## src/rtl/servo_ramp_ctrl_if.sv

```systemverilog
// Command port of servo_ramp_ctrl: a valid/ready handshake carrying a
// channel index and a requested pulse width, plus an error pulse back.
interface servo_ramp_ctrl_if;
  logic        cmd_valid;
  logic        cmd_ready;
  logic [2:0]  cmd_ch;
  logic [15:0] cmd_us;
  logic        cmd_err;

  // Command source (e.g. a host or testbench)
  modport master (
    output cmd_valid, cmd_ch, cmd_us,
    input  cmd_ready, cmd_err
  );

  // Command sink (the ramp controller)
  modport slave (
    input  cmd_valid, cmd_ch, cmd_us,
    output cmd_ready, cmd_err
  );
endinterface

```

## src/rtl/servo_ramp_ctrl.sv

```systemverilog
// Servo ramp controller: holds a clamped target width per channel and, once
// per frame, walks every channel's current width toward its target by at most
// STEP_US. Current widths drive downstream per-channel PWM generators.
module servo_ramp_ctrl #(
  parameter int CLK_HZ   = 50_000_000,
  parameter int FRAME_US = 20_000,
  parameter int NUM_CH   = 4,
  parameter int STEP_US  = 20,
  parameter int MIN_US   = 1_000,
  parameter int MAX_US   = 2_000,
  parameter int HOME_US  = 1_500
) (
  input  logic                   clk,
  input  logic                   rst_n,
  input  logic                   enable_i,
  servo_ramp_ctrl_if.slave       cmd_if,
  output logic [16*NUM_CH-1:0]   width_us_o,
  output logic                   frame_tick_o,
  output logic                   settled_o
);

  localparam int FRAME_TICKS = FRAME_US * (CLK_HZ / 1_000_000);
  localparam int CNT_W       = $clog2(FRAME_TICKS);
  localparam int IDX_W       = $clog2(NUM_CH);
  localparam logic [CNT_W-1:0] CNT_LAST = CNT_W'(FRAME_TICKS - 1);
  localparam logic [IDX_W-1:0] IDX_LAST = IDX_W'(NUM_CH - 1);

  typedef enum logic {IDLE, UPDATE} state_t;

  state_t           state_q;
  logic [CNT_W-1:0] cnt_q;
  logic [IDX_W-1:0] idx_q;
  logic             frame_tick_q;
  logic             cmd_err_q;

  logic             cmd_accept;
  logic             cmd_ch_bad;
  logic [15:0]      clamp_us;
  logic             update_en;
  logic [NUM_CH-1:0] ch_eq;

  // Ready only in IDLE and never while reset is held
  assign cmd_if.cmd_ready = rst_n && (state_q == IDLE);
  assign cmd_accept       = cmd_if.cmd_valid && cmd_if.cmd_ready;
  assign cmd_ch_bad       = ({1'b0, cmd_if.cmd_ch} >= 4'(NUM_CH));
  assign cmd_if.cmd_err   = cmd_err_q;
  assign frame_tick_o     = frame_tick_q;
  assign update_en        = (state_q == UPDATE);
  assign settled_o        = &ch_eq;

  // Requested width clamped into the legal servo range
  always_comb begin
    clamp_us = cmd_if.cmd_us;
    if (cmd_if.cmd_us < 16'(MIN_US))      clamp_us = 16'(MIN_US);
    else if (cmd_if.cmd_us > 16'(MAX_US)) clamp_us = 16'(MAX_US);
  end

  // Frame counter, tick pulse, error pulse and the IDLE/UPDATE sweep FSM
  always_ff @(posedge clk or negedge rst_n) begin
    if (!rst_n) begin
      state_q      <= IDLE;
      cnt_q        <= '0;
      idx_q        <= '0;
      frame_tick_q <= 1'b0;
      cmd_err_q    <= 1'b0;
    end else begin
      frame_tick_q <= (cnt_q == CNT_LAST);
      cnt_q        <= (cnt_q == CNT_LAST) ? '0 : cnt_q + CNT_W'(1);
      cmd_err_q    <= cmd_accept && cmd_ch_bad;
      case (state_q)
        IDLE: begin
          if (frame_tick_q && enable_i) begin
            state_q <= UPDATE;
            idx_q   <= '0;
          end
        end
        UPDATE: begin
          // enable is deliberately ignored here: a started sweep always completes
          if (idx_q == IDX_LAST) begin
            state_q <= IDLE;
            idx_q   <= '0;
          end else begin
            idx_q <= idx_q + IDX_W'(1);
          end
        end
        default: state_q <= IDLE;
      endcase
    end
  end

  genvar gi;
  generate
    for (gi = 0; gi < NUM_CH; gi++) begin : g_ch
      logic [15:0] cur_q;
      logic [15:0] tgt_q;
      logic [15:0] cur_d;
      logic [16:0] up_sum;
      logic [16:0] dn_lim;

      // One step toward target, saturating at the target (17-bit math, no wrap)
      always_comb begin
        up_sum = {1'b0, cur_q} + 17'(STEP_US);
        dn_lim = {1'b0, tgt_q} + 17'(STEP_US);
        cur_d  = cur_q;
        if (cur_q < tgt_q) begin
          cur_d = (up_sum >= {1'b0, tgt_q}) ? tgt_q : up_sum[15:0];
        end else if (cur_q > tgt_q) begin
          cur_d = ({1'b0, cur_q} <= dn_lim) ? tgt_q : cur_q - 16'(STEP_US);
        end
      end

      // Target written by accepted commands; current width stepped in its sweep slot
      always_ff @(posedge clk or negedge rst_n) begin
        if (!rst_n) begin
          cur_q <= 16'(HOME_US);
          tgt_q <= 16'(HOME_US);
        end else begin
          if (update_en && (idx_q == IDX_W'(gi))) cur_q <= cur_d;
          if (cmd_accept && !cmd_ch_bad && (cmd_if.cmd_ch == 3'(gi))) tgt_q <= clamp_us;
        end
      end

      assign ch_eq[gi]                = (cur_q == tgt_q);
      assign width_us_o[16*gi +: 16]  = cur_q;
    end
  endgenerate

endmodule

```

## src/flat_wrapper.sv

```systemverilog
// flat-port wrapper written by rule: the top's interface ports become plain ports
module servo_ramp_ctrl_flat 
#(
  parameter int CLK_HZ   = 50_000_000,
  parameter int FRAME_US = 20_000,
  parameter int NUM_CH   = 4,
  parameter int STEP_US  = 20,
  parameter int MIN_US   = 1_000,
  parameter int MAX_US   = 2_000,
  parameter int HOME_US  = 1_500
)
  (clk, rst_n, enable_i, width_us_o, frame_tick_o, settled_o, cmd_if_cmd_valid, cmd_if_cmd_ch, cmd_if_cmd_us, cmd_if_cmd_ready, cmd_if_cmd_err);
  servo_ramp_ctrl_if cmd_if_i ();
  input  logic clk;
  input  logic rst_n;
  input  logic enable_i;
  output logic [16*NUM_CH-1:0] width_us_o;
  output logic frame_tick_o;
  output logic settled_o;
  input wire logic [$bits(cmd_if_i.cmd_valid)-1:0] cmd_if_cmd_valid;
  input wire logic [$bits(cmd_if_i.cmd_ch)-1:0] cmd_if_cmd_ch;
  input wire logic [$bits(cmd_if_i.cmd_us)-1:0] cmd_if_cmd_us;
  output wire logic [$bits(cmd_if_i.cmd_ready)-1:0] cmd_if_cmd_ready;
  output wire logic [$bits(cmd_if_i.cmd_err)-1:0] cmd_if_cmd_err;
  assign cmd_if_i.cmd_valid = cmd_if_cmd_valid;
  assign cmd_if_i.cmd_ch = cmd_if_cmd_ch;
  assign cmd_if_i.cmd_us = cmd_if_cmd_us;
  assign cmd_if_cmd_ready = cmd_if_i.cmd_ready;
  assign cmd_if_cmd_err = cmd_if_i.cmd_err;
  servo_ramp_ctrl #(.CLK_HZ(CLK_HZ), .FRAME_US(FRAME_US), .NUM_CH(NUM_CH), .STEP_US(STEP_US), .MIN_US(MIN_US), .MAX_US(MAX_US), .HOME_US(HOME_US)) u_core (.clk(clk), .rst_n(rst_n), .enable_i(enable_i), .cmd_if(cmd_if_i), .width_us_o(width_us_o), .frame_tick_o(frame_tick_o), .settled_o(settled_o));
endmodule
```

## config.mk

```make
export PLATFORM = sky130hd
export DESIGN_NAME = servo_ramp_ctrl_flat
export DESIGN_NICKNAME = d
export VERILOG_FILES = /design/src/rtl/servo_ramp_ctrl_if.sv /design/src/rtl/servo_ramp_ctrl.sv /design/src/flat_wrapper.sv
export SDC_FILE = /design/constraint.sdc
export NUM_CORES = 1
export LEC_CHECK = 0
export CORE_MARGIN = 3
export CORE_UTILIZATION = 50
export DETAILED_ROUTE_END_ITERATION = 7
export PLACE_DENSITY = 0.77
export SLEW_MARGIN = 0
export SYNTH_ARGS = -nofsm -noshare
export SYNTH_HDL_FRONTEND = slang
export SYNTH_SLANG_ARGS = --single-unit
```

## constraint.sdc

```tcl
create_clock -name clk -period 4.35 [get_ports clk]
set_input_delay 0.435 -clock clk [delete_from_list [all_inputs] [get_ports clk]]
set_output_delay 0.435 -clock clk [all_outputs]
set_load 0.01 [all_outputs]
```

==> key figures, run 1 <==
Placement
  – HPWL Detailed: ~30000 um
  – Placer Congestion: approximately 0.94
  – I/O Buffers: 90

Routing
  – Pre-antenna DRT Iters: 5
  – DR vias/cell: 6.189
  – Initial DRC count: 1301
  – Number of remaining DRC errors: 0
  – Detailed Route WL: around 40000 um
  – Vias: about 13k
  – Post-route ant nets: 0
  – Routed length per instance: between 15 and 20 um

Critical path
  – Crit path kind: register to register
  – FF-to-FF Start: u_core.g_ch[2].tgt_q[7]$_DFFE_PN1P_
  – R2R cell count: 13
  – Crit path arrival time: about 4400 ps
  – Critical Path Fanout Max: 13
  – CP Buf/Inv Count: 0
  – Worst flop-to-flop path endpoint: u_core.g_ch[2].cur_q[5]$_DFFE_PN0P_
  – Req. time, crit path: about 4700 ps
  – Reg-to-reg slack, setup: approximately 250 ps
  – Setup crit end kind: register
  – Startpoint Class: register
  – Slowest CP cell: dfstp_2
  – CP peak stage delay: just over 600 ps
  – Critical Path, Cell by Cell: nand4_1, nor2_1, nand3_1, nor4_1, xnor2_1, ha_1, and4_1, a221o_1, o31ai_1, nand2b_1, o22ai_1, a221o_1, o2bb2ai_1
  – Crit path max-delay family: simple AND/OR/NAND/NOR gates
  – Top cell by count, worst path: a221o_1

Logic synthesis
  – #FFs+latches synth: roughly 150
  – Ys Warns: 0
  – Synthesized area per cell: roughly 8.4 um^2
  – Seq/Total Area, Yosys: 0.2765
  – Yosys cell types: 86
  – Mapped Area: ~0.014 mm^2
  – Net Count, Synth: 1894
  – Main synth FF type: dfrtp_1
  – Post-synth EDFFs: 0
  – Post-Synthesis Cells: ~1.7k
  – Ys async rst share: 1.000

Timing
  – Setup violators final: 0
  – Fmax: between 200 and 250 MHz
  – Pins Over Slew Limit: 0
  – Fin. Hold Viols: 0
  – Period utilization: 0.9426
  – Least-Margin Pin Slew: between 900 and 1000 ps
  – Relative slew slack: 0.3772
  – Final Critical Period: just over 4000 ps
  – Setup TNS Final: 0 ps
  – Hold_ws: between 400 and 500 ps
  – RSZ-0062 raised after global routing: false
  – Final setup skew: 17.95 ps

Run
  – Max-cap violation count: 0

Floorplanning
  – Core Region: between 0.02 and 0.03 mm^2
  – Total die area: 0.03025 mm^2
  – Die Ht: about 170 um
  – Die W: roughly 170 um
  – IO Count: 91
  – Core Rows: 60
  – Initial Util: 0.5159

Clocking
  – Clock tree from TritonCTS: yes
  – Root Buffer: clkbuf_16
  – # H-tree levels: 4
  – Clock Latency Late Sink: around 450 ps
  – CTS Buf Count: 17
  – Max Root-Sink Buffers: 2
  – Reg clk slew, reported paths: about 70 ps
  – Clock net sink count: about 150

Layout
  – Nets: 1954
  – Layout area overhead: 12.98%
  – Commonest non-fill, non-tap cells in the layout: 192 x ha_1, 164 x nand2_1, 123 x nor2_1
  – Antenna diodes: 0
  – Most common cell after layout, fill and taps aside: ha_1
  – Share of cells above drive strength 1: 0.08966

Global route
  – Initial antenna violation count: 1
  – Gr usage total: 0.2584
  – Largest net degree at the start of global routing: 71
  – First-pass GRT wire length: between 60000 and 70000 um
  – Overflow after GRT: 0
  – Vias in the first global route: 12.76k

Pwr
  – Leak pwr: around 7.0 nW
  – Worst VDD drop: roughly 0.00027 V
  – Final Total Pwr: about 4.1 mW
  – Pwr Density: 256.0 mW/mm^2

Run status
  – Status: complete, no violations

Hold path
  – Hold crit path type: input pin to async pin
layout make-up:
class | count | area [um^2]
Fill cell | 2410 | 11400
Clock buffer | 19 | 432.9
Tap cell | 372 | 465.4
Clock inverter | 13 | 135.1
Timing Repair Buffer | 123 | 1152
Sequential cell | 153 | 3899
Multi-Input combinational cell | 1344 | 9473
Inverter | 99 | 371.6
per-layer routing:
layer / GRT usage / share of wire
met1: 0.3457 / 0.44
met2: 0.4187 / 0.46
met3: 0.04281 / 0.066
met4: 0.1022 / 0.035
met5: 0 / 0.00033
how the worst max path moves through the flow:
stage	startpoint	endpoint	slack, ps	depth (start not counted)
floorplan	u_core.g_ch[3].cur_q[3]$_DFFE_PN1P_	u_core.g_ch[3].cur_q[0]$_DFFE_PN0P_	680	18
global placement	u_core.g_ch[3].cur_q[3]$_DFFE_PN1P_	u_core.g_ch[3].cur_q[0]$_DFFE_PN0P_	410	15
detailed placement	u_core.g_ch[3].cur_q[3]$_DFFE_PN1P_	u_core.g_ch[3].cur_q[0]$_DFFE_PN0P_	210	15
CTS	u_core.g_ch[3].cur_q[3]$_DFFE_PN1P_	u_core.g_ch[3].cur_q[1]$_DFFE_PN0P_	180	15
global route	u_core.g_ch[0].cur_q[4]$_DFFE_PN1P_	u_core.g_ch[0].cur_q[1]$_DFFE_PN0P_	20	14
finish	u_core.g_ch[2].tgt_q[7]$_DFFE_PN1P_	u_core.g_ch[2].cur_q[5]$_DFFE_PN0P_	250	13
flip-flops by register name, indices dropped and copies added (netlist names):
register / cells
u_core.g_ch.tgt_q: 64
u_core.cnt_q: 20
u_core.frame_tick_o: 1
u_core.idx_q: 2
u_core.state_q: 1
u_core.cmd_if.cmd_err: 1
u_core.g_ch.cur_q: 64
power breakdown:
group          internal [mW]  switching, mW  total [mW]  leakage [nW]
clock network          0.806          0.702        1.51         0.271
registers               1.55          0.159        1.71          1.88
logic                  0.333          0.530       0.863          4.89
total                   2.69           1.39        4.08          7.05
kinds of logic (layout without fill, tap and decap cells):
logic type               after synthesis  after routing  share of synthesized area
AND/OR/NAND/NOR                      563            563                     0.1983
AO/OA/AOI/OAI                        436            436                     0.2031
adder cells (fa/ha/maj)              193            193                     0.1713
buffers and inverters                181            254                    0.05396
flip-flops                           153            153                     0.2765
XOR/XNOR                             137            137                    0.08511
multiplexers                          15             15                    0.01180
what timing repair did:
action,in CTS,in global routing
hold buffers,1,0
hold endpoints to repair,17,0
setup buffers,0,2
endpoints found under the setup margin,0,14
gates resized for setup,0,7
synth_stat cells, types with 6 or more instances:
cell / number / area [um^2]
or3_1: 17 / 106.4
a21o_1: 21 / 157.7
nor3_1: 46 / 230.2
mux2_2: 8 / 90.09
and4_1: 11 / 96.34
o21a_1: 7 / 52.55
and3_1: 25 / 156.4
buf_4: 6 / 45.04
clkbuf_1: 48 / 180.2
o21ai_0: 101 / 505.5
xnor2_1: 92 / 805.8
o211ai_1: 15 / 112.6
a221oi_1: 24 / 210.2
dfrtp_1: 97 / 2427
a31oi_1: 11 / 68.82
or2_1: 6 / 37.54
dfstp_2: 56 / 1471
and2_1: 8 / 50.05
nor3b_1: 7 / 52.55
a21oi_1: 119 / 595.6
xor2_1: 45 / 394.1
ha_1: 193 / 2415
buf_2: 22 / 110.1
a22oi_1: 9 / 67.56
nor2b_1: 15 / 93.84
nand2b_1: 13 / 81.33
nand3_1: 55 / 275.3
nor4_1: 15 / 93.84
o22ai_1: 17 / 106.4
nor2_1: 123 / 461.7
nand2_1: 164 / 615.6
o21ai_1: 19 / 95.09
a211oi_1: 12 / 90.09
o221ai_1: 8 / 70.07
inv_1: 99 / 371.6
nand4_1: 33 / 206.5
stage by stage:
step / cells / setup slack, ps / util / area, um^2
2_1_floorplan: 1678 / 685.0 / - / 14100
3_3_place_gp: 2088 / 409.3 / 0.5602 / 15310
3_5_place_dp: 2088 / 209.8 / 0.5602 / 15310
4_1_cts: 2121 / 178.7 / 0.5814 / 15890
5_1_grt: 2123 / 19.68 / 0.5829 / 15930
6_report: 2123 / 249.8 / 0.5829 / 15930
Note: power is estimated with default switching activity, not from simulation.
==> run 2, diff against run 1 <==
--- a/config.mk
+++ b/config.mk
@@ -5,10 +5,13 @@
 export SDC_FILE = /design/constraint.sdc
 export NUM_CORES = 1
 export LEC_CHECK = 0
+export CELL_PAD_IN_SITES_DETAIL_PLACEMENT = 0
+export CELL_PAD_IN_SITES_GLOBAL_PLACEMENT = 1
 export CORE_MARGIN = 3
-export CORE_UTILIZATION = 50
+export CORE_UTILIZATION = 47
 export DETAILED_ROUTE_END_ITERATION = 7
-export PLACE_DENSITY = 0.77
+export PLACE_DENSITY = 0.91
+export SETUP_SLACK_MARGIN = 0.3
 export SLEW_MARGIN = 0
 export SYNTH_ARGS = -nofsm -noshare
 export SYNTH_HDL_FRONTEND = slang
==> run 2 against run 1 <==
- die area rose by 6.2%
- non-clock buffer count rose by 16
- sequential cell count did not move
- register-to-register slack improved by 240 ps
- sequential power barely moved
- cell count rose by 1.3%
- largest cell class unchanged
- highest routed layer is now met4
==> key figures, run 2 (synthesized netlist as in run 1, its figures left out) <==
Run status
  – Status: complete, no violations (unchanged)

Critical path
  – Critical Path, Cell by Cell: inv_1, ha_1, and2_1, nand4_1, or4_1, inv_1, and4_1, and2_1, clkdlybuf4s50_1 (was nand4_1, nor2_1, nand3_1, nor4_1, xnor2_1, ha_1, and4_1, a221o_1, o31ai_1, nand2b_1, o22ai_1, a221o_1, o2bb2ai_1)
  – Crit path kind: register to output port (was register to register)
  – CP peak stage delay: 600 ps (was 610 ps)
  – Crit path max-delay family: simple AND/OR/NAND/NOR gates (unchanged)
  – Req. time, crit path: 3910 ps (was 4680 ps)
  – Slowest CP cell: dfstp_2 (unchanged)
  – CP Buf/Inv Count: 3 (was 0)
  – Crit path arrival time: 3510 ps (was 4430 ps)
  – Startpoint Class: register (unchanged)
  – Setup crit end kind: output port (was register)
  – Critical Path Fanout Max: 4 (was 13)

Timing
  – Least-Margin Pin Slew: 1028 ps (was 927.0 ps)
  – Setup WS post-layout: 405.4 ps (was 249.8 ps)
  – Pins Over Slew Limit: 0 (unchanged)
  – Final setup skew: 11.54 ps (was 17.95 ps)
  – Setup violators final: 0 (unchanged)
  – Final Critical Period: 3945 ps (was 4100 ps)
  – Setup TNS Final: 0 ps (unchanged)
  – Fin. Hold Viols: 0 (unchanged)
  – Fmax: 253.5 MHz (was 243.9 MHz)
  – Hold_ws: 463.4 ps (was 422.6 ps)
  – Relative slew slack: 0.3093 (was 0.3772)
  – RSZ-0062 raised after global routing: true (was false)
  – Period utilization: 0.9068 (was 0.9426)

Floorplanning
  – Core Region: 0.02917 mm^2 (was 0.02733 mm^2)
  – Die W: 179.2 um (was 173.9 um)
  – IO Count: 91 (unchanged)
  – Initial Util: 0.4834 (was 0.5159)
  – Total die area: 0.03211 mm^2 (was 0.03025 mm^2)
  – Core Rows: 62 (was 60)
  – Die Ht: 179.2 um (was 173.9 um)

Routing
  – Pre-antenna DRT Iters: 6 (was 5)
  – Routed length per instance: 18.64 um (was 18.66 um)
  – Top Layer Used: met4 (was met5)
  – Wl on met1: 17820 um (was 17370 um)
  – Number of remaining DRC errors: 0 (unchanged)
  – Vias: 12.98k (was 13.14k)
  – Post-route ant nets: 0 (unchanged)
  – DR vias/cell: 6.035 (was 6.189)
  – Detailed Route WL: 40090 um (was 39620 um)
  – Initial DRC count: 1071 (was 1301)
  – Met2 wire length: 19080 um (was 18260 um)
  – Met3 WL: 2071 um (was 2596 um)

Clocking
  – Clock net sink count: 153 (unchanged)
  – Reg clk slew, reported paths: 70 ps (about the same)
  – Clock tree from TritonCTS: yes (unchanged)
  – Root Buffer: clkbuf_16 (unchanged)
  – # H-tree levels: 4 (unchanged)
  – Clock Latency Late Sink: 430 ps (was 450 ps)
  – Max Root-Sink Buffers: 2 (unchanged)
  – CTS Buf Count: 17 (unchanged)

Placement
  – I/O Buffers: 90 (unchanged)
  – DP Area: 0.01533 mm^2 (was 0.01531 mm^2)
  – Placer Congestion: 0.9355 (was 0.9441)
  – Pre-CTS WS: 318.7 ps (was 209.8 ps)
  – HPWL Detailed: 30530 um (was 29600 um)

Layout
  – Most common cell after layout, fill and taps aside: ha_1 (unchanged)
  – Post-route cell area: 0.01619 mm^2 (was 0.01593 mm^2)
  – Fill cells: 2743 (was 2410)
  – Antenna diodes: 0 (unchanged)
  – Nets: 1970 (was 1954)
  – Commonest non-fill, non-tap cells in the layout: 190 x ha_1, 164 x nand2_1, 121 x nor2_1 (was 192 x ha_1, 164 x nand2_1, 123 x nor2_1)
  – Layout area overhead: 14.82% (was 12.98%)
  – Largest registers: u_core.g_ch.cur_q: 64 flops, u_core.g_ch.tgt_q: 64 flops, u_core.cnt_q: 20 flops (unchanged)
  – Share of cells above drive strength 1: 0.1070 (was 0.08966)

Global route
  – Largest net degree at the start of global routing: 73 (was 71)
  – First-pass GRT wire length: 64770 um (was 64800 um)
  – Overflow after GRT: 0 (unchanged)
  – Initial antenna violation count: 0 (was 1)
  – Gr usage total: 0.2506 (was 0.2584)
  – Vias in the first global route: 12.50k (was 12.76k)

Run
  – Max-cap violation count: 0 (unchanged)

Hold path
  – Hold crit path type: input pin to async pin (unchanged)

Pwr
  – Leak pwr: 7.140 nW (was 7.048 nW)
  – Pwr Density: 255.3 mW/mm^2 (was 256.0 mW/mm^2)
  – Worst VDD drop: 0.0002967 V (was 0.0002732 V)
run 2: changes by cell type in the layout (fill, tap and decap cells not counted), sizes merged:
| cell | delta |
|---|---|
| buf | +15 |
| bufinv | +1 |
| clkbuf | +3 |
| inv | -3 |
run 2: area by class of cell:
type,count,area (um^2),area share
clock inverters,11,135.1,0.008348
multi-input cells,1344,9563,0.5907
inverters,99,371.6,0.02296
flip-flops and latches,153,3904,0.2412
repair buffers,139,1274,0.07868
well taps,384,480.5,0.02968
clock buffers,21,460.4,0.02844
run 2: worst register-to-register path, stage by stage, from the launching register on:
cell       delay (ps)
dfstp_2           620
ha_4              190
o2111ai_2         180
or2_4             330
nor2_2            170
nand3_1           120
xnor2_1           180
ha_1              310
nand3_1           150
nor3b_2           270
o2111ai_2         180
o211ai_4          180
nor2_2             70
or2_4             300
nor2_4            160
mux2_1            330
run 2: worst paths after layout:
check	start	end	slack [ps]	cells after the start
hold / removal	rst_n	u_core.g_ch[0].cur_q[13]$_DFFE_PN0P_	460	2
setup reg to reg	u_core.g_ch[3].cur_q[2]$_DFFE_PN1P_	u_core.g_ch[3].cur_q[0]$_DFFE_PN0P_	490	15
max in group asynchronous	rst_n	u_core.cnt_q[14]$_DFF_PN0_	2030	4
setup / recovery	u_core.g_ch[3].tgt_q[10]$_DFFE_PN1P_	settled_o	410	9
min in group clk	u_core.cnt_q[0]$_DFF_PN0_	u_core.cnt_q[0]$_DFF_PN0_	480	1
hold reg to reg	u_core.cnt_q[0]$_DFF_PN0_	u_core.cnt_q[0]$_DFF_PN0_	480	1
run 2: report_power, final:
part           total [mW]  internal, mW  switching (mW)
Sequential           1.71          1.55           0.162
Combinational       0.874         0.338           0.536
Clock                1.55         0.886           0.663
Total                4.13          2.77            1.36
run 2: per-stage QoR:
step | std cells | util | power, mW
detailed placement | 2101 | 0.5256 | 2.568
CTS | 2134 | 0.5465 | 4.126
floorplan | 1678 | - | 2.275
global placement | 2101 | 0.5256 | 2.537
finish | 2151 | 0.5550 | 4.134
global route | 2151 | 0.5550 | 4.337
run 2: metal layers:
metal	vias up	GRT usage
li1	6242	-
met1	6263	0.3348
met2	402	0.4187
met3	75	0.03134
met4	0	0.08666
met5	-	0
run 2: timing repair:
item | CTS | global route
hold buffers | 1 | 0
buffers inserted | 0 | 17
pin swaps | 0 | 5
cloned | 0 | 0
gates resized for setup | 1 | 27
endpoints found under the hold margin | 21 | 0
setup endpoints to repair | 2 | 50
==> run 3, diff against run 2 <==
--- a/config.mk
+++ b/config.mk
@@ -10,7 +10,7 @@
 export CORE_MARGIN = 3
 export CORE_UTILIZATION = 47
 export DETAILED_ROUTE_END_ITERATION = 7
-export PLACE_DENSITY = 0.91
+export PLACE_DENSITY_LB_ADDON = 0.1
 export SETUP_SLACK_MARGIN = 0.3
 export SLEW_MARGIN = 0
 export SYNTH_ARGS = -nofsm -noshare
==> run 3 against run 2 <==
- total power rose by 1.8%
- largest cell class unchanged
- routed wire length rose by 4.1%
- cell count rose by 0.98%
- clock skew rose by 4.8 ps
- largest power group unchanged
- non-clock buffer count rose by 20
- critical endpoint unchanged
- worst hold slack improved by 24 ps
- sequential share of layout area fell by 0.26 points
- clock-buffer cell count fell by 3
- maximum frequency rose by 1.9%
- setup slack improved by 74 ps
==> key figures, run 3 (synthesized netlist as in run 1, its figures left out) <==
Timing
  – Fmax: 258.4 MHz (was 253.5 MHz)
  – Setup WS post-layout: 479.7 ps (was 405.4 ps)
  – Final setup skew: 16.35 ps (was 11.54 ps)
  – Setup violators final: 0 (unchanged)
  – RSZ-0062 raised after global routing: false (was true)
  – Relative slew slack: 0.3457 (was 0.3093)
  – Pins Over Slew Limit: 0 (unchanged)
  – Fin. Hold Viols: 0 (unchanged)
  – Least-Margin Pin Slew: 973.9 ps (was 1028 ps)
  – Final Critical Period: 3870 ps (was 3945 ps)
  – Setup TNS Final: 0 ps (unchanged)
  – Period utilization: 0.8897 (was 0.9068)
  – Hold_ws: 487.4 ps (was 463.4 ps)

Clocking
  – Max Root-Sink Buffers: 2 (unchanged)
  – Reg clk slew, reported paths: 70 ps (about the same)
  – Clock net sink count: 153 (unchanged)
  – Root Buffer: clkbuf_16 (unchanged)
  – CTS Buf Count: 17 (unchanged)
  – Clock tree from TritonCTS: yes (unchanged)
  – Clock Latency Late Sink: 430 ps (about the same)
  – # H-tree levels: 4 (unchanged)

Critical path
  – Setup crit end kind: output port (unchanged)
  – Req. time, crit path: 3910 ps (about the same)
  – Critical Path Fanout Max: 4 (unchanged)
  – Crit path arrival time: 3440 ps (was 3510 ps)
  – Top cell by count, worst path: and2_1
  – Worst Setup SP: u_core.g_ch[3].tgt_q[10]$_DFFE_PN1P_ (unchanged)
  – Crit path max-delay family: simple AND/OR/NAND/NOR gates (unchanged)
  – R2R cell count: 15 (unchanged)
  – Crit path kind: register to output port (unchanged)
  – CP peak stage delay: 610 ps (was 600 ps)
  – Slowest CP cell: dfstp_2 (unchanged)
  – CP Buf/Inv Count: 3 (unchanged)
  – Reg-to-reg slack, setup: 490 ps (about the same)
  – Startpoint Class: register (unchanged)
  – FF-to-FF Start: u_core.g_ch[3].cur_q[2]$_DFFE_PN1P_ (unchanged)
  – Worst flop-to-flop path endpoint: u_core.g_ch[3].cur_q[1]$_DFFE_PN0P_ (was u_core.g_ch[3].cur_q[0]$_DFFE_PN0P_)
  – Critical Path, Cell by Cell: inv_2, ha_1, and2_1, nand4_1, or4_1, inv_1, and4_2, and2_1, clkdlybuf4s50_1 (was inv_1, ha_1, and2_1, nand4_1, or4_1, inv_1, and4_1, and2_1, clkdlybuf4s50_1)

Routing
  – Number of remaining DRC errors: 0 (unchanged)
  – Pre-antenna DRT Iters: 5 (was 6)
  – Vias: 12.83k (was 12.98k)
  – Post-route ant nets: 0 (unchanged)
  – Detailed Route WL: 41750 um (was 40090 um)
  – Routed length per instance: 19.22 um (was 18.64 um)
  – Initial DRC count: 910 (was 1071)
  – DR vias/cell: 5.908 (was 6.035)

Floorplanning
  – Die Ht: 179.2 um (unchanged)
  – IO Count: 91 (unchanged)
  – Initial Util: 0.4834 (unchanged)
  – Core Rows: 62 (unchanged)
  – Core Region: 0.02917 mm^2 (unchanged)
  – Die W: 179.2 um (unchanged)
  – Total die area: 0.03211 mm^2 (unchanged)

Run
  – Max-cap violation count: 0 (unchanged)

Global route
  – Vias in the first global route: 12.20k (was 12.50k)
  – Largest net degree at the start of global routing: 62 (was 73)
  – Overflow after GRT: 0 (unchanged)
  – First-pass GRT wire length: 66080 um (was 64770 um)
  – Gr usage total: 0.2599 (was 0.2506)
  – Initial antenna violation count: 2 (was 0)

Placement
  – I/O Buffers: 90 (unchanged)
  – Placer Congestion: 0.8972 (was 0.9355)
  – Pre-CTS WS: 215.5 ps (was 318.7 ps)
  – Inst Count DP: 2118 (was 2101)
  – HPWL Detailed: 31640 um (was 30530 um)
  – DP Area: 0.01547 mm^2 (was 0.01533 mm^2)

Layout
  – Layout area overhead: 15.96% (was 14.82%)
  – Commonest non-fill, non-tap cells in the layout: 190 x ha_1, 164 x nand2_1, 120 x nor2_1 (was 190 x ha_1, 164 x nand2_1, 121 x nor2_1)
  – Non-filler cells, final: 2172 (was 2151)
  – Post-route cell area: 0.01635 mm^2 (was 0.01619 mm^2)
  – Largest registers: u_core.g_ch.cur_q: 64 flops, u_core.g_ch.tgt_q: 64 flops, u_core.cnt_q: 20 flops (unchanged)
  – Share of cells above drive strength 1: 0.1186 (was 0.1070)
  – Nets: 1990 (was 1970)
  – Most common cell after layout, fill and taps aside: ha_1 (unchanged)

Pwr
  – Pwr Density: 257.4 mW/mm^2 (was 255.3 mW/mm^2)
  – Clock share of power: 0.383 (was 0.375)
  – Sw Pwr: 1.395 mW (was 1.361 mW)
  – Leak pwr: 7.270 nW (was 7.140 nW)
  – Logic pwr share: 0.214 (was 0.211)
  – Worst VDD drop: 0.0002748 V (was 0.0002967 V)
  – Seq pwr share: 0.403 (was 0.414)
  – Power Internal: 2.813 mW (was 2.772 mW)
  – Switching share of total power: 0.3315 (was 0.3293)

Hold path
  – Hold Path Sink: u_core.cnt_q[4]$_DFF_PN0_
  – Hold depth: 1
  – Hold crit path type: register to register (was input pin to async pin)
  – Hold Crit Start: u_core.cnt_q[4]$_DFF_PN0_

Run status
  – Status: complete, no violations (unchanged)
## run 3: changes by cell type in the layout (fill, tap and decap cells not counted), sizes merged
cell and delta:
buf +20, clkinvlp -2, inv +4, bufinv +1
clkbuf -3, diode +1
## run 3: timing repair
item,CTS,global route
endpoints found under the hold margin,26,0
buffers inserted,1,19
setup endpoints to repair,5,58
pin swaps,0,9
hold buffers,1,0
gates resized for setup,3,24
## run 3: stage by stage
stage                 util  total power, mW
floorplan                -            2.275
global placement    0.5304            2.569
detailed placement  0.5304            2.589
CTS                 0.5524            4.227
global route        0.5604            4.445
finish              0.5605            4.208
## run 3: final cells by class
class                           instances  area, um^2
Sequential cell                       153        3900
Antenna cell                            1       2.502
Multi-Input combinational cell       1344        9548
Inverter                               99       371.6
Clock inverter                         14       183.9
Clock buffer                           18       429.2
Fill cell                            2711       12820
Tap cell                              384       480.5
Timing Repair Buffer                  159        1433
## run 3: worst max path at each step
stage,cells past startpoint,end,slack (ps)
finish,9,settled_o,480
floorplan,18,u_core.g_ch[3].cur_q[0]$_DFFE_PN0P_,680
CTS,15,u_core.g_ch[3].cur_q[0]$_DFFE_PN0P_,320
global placement,15,u_core.g_ch[3].cur_q[9]$_DFFE_PN0P_,240
detailed placement,15,u_core.g_ch[3].cur_q[0]$_DFFE_PN0P_,220
global route,15,u_core.g_ch[3].cur_q[5]$_DFFE_PN0P_,240
## run 3: layer usage
| layer | vias up | track usage | share of wire |
|---|---|---|---|
| li1 | 6283 | - | - |
| met1 | 6128 | 0.3672 | 0.47 |
| met2 | 365 | 0.4094 | 0.45 |
| met4 | 2 | 0.07410 | 0.019 |
| met3 | 54 | 0.04363 | 0.053 |
| met5 | - | 0 | 0.00031 |
## run 3: power groups by stage
stage	sequential, mW	clock (mW)	combinational, mW
floorplan	1.65	0	0.626
finish	1.70	1.61	0.901
CTS	1.69	1.65	0.885
global placement	1.71	0	0.857
detailed placement	1.71	0	0.876
global route	1.71	1.71	1.02
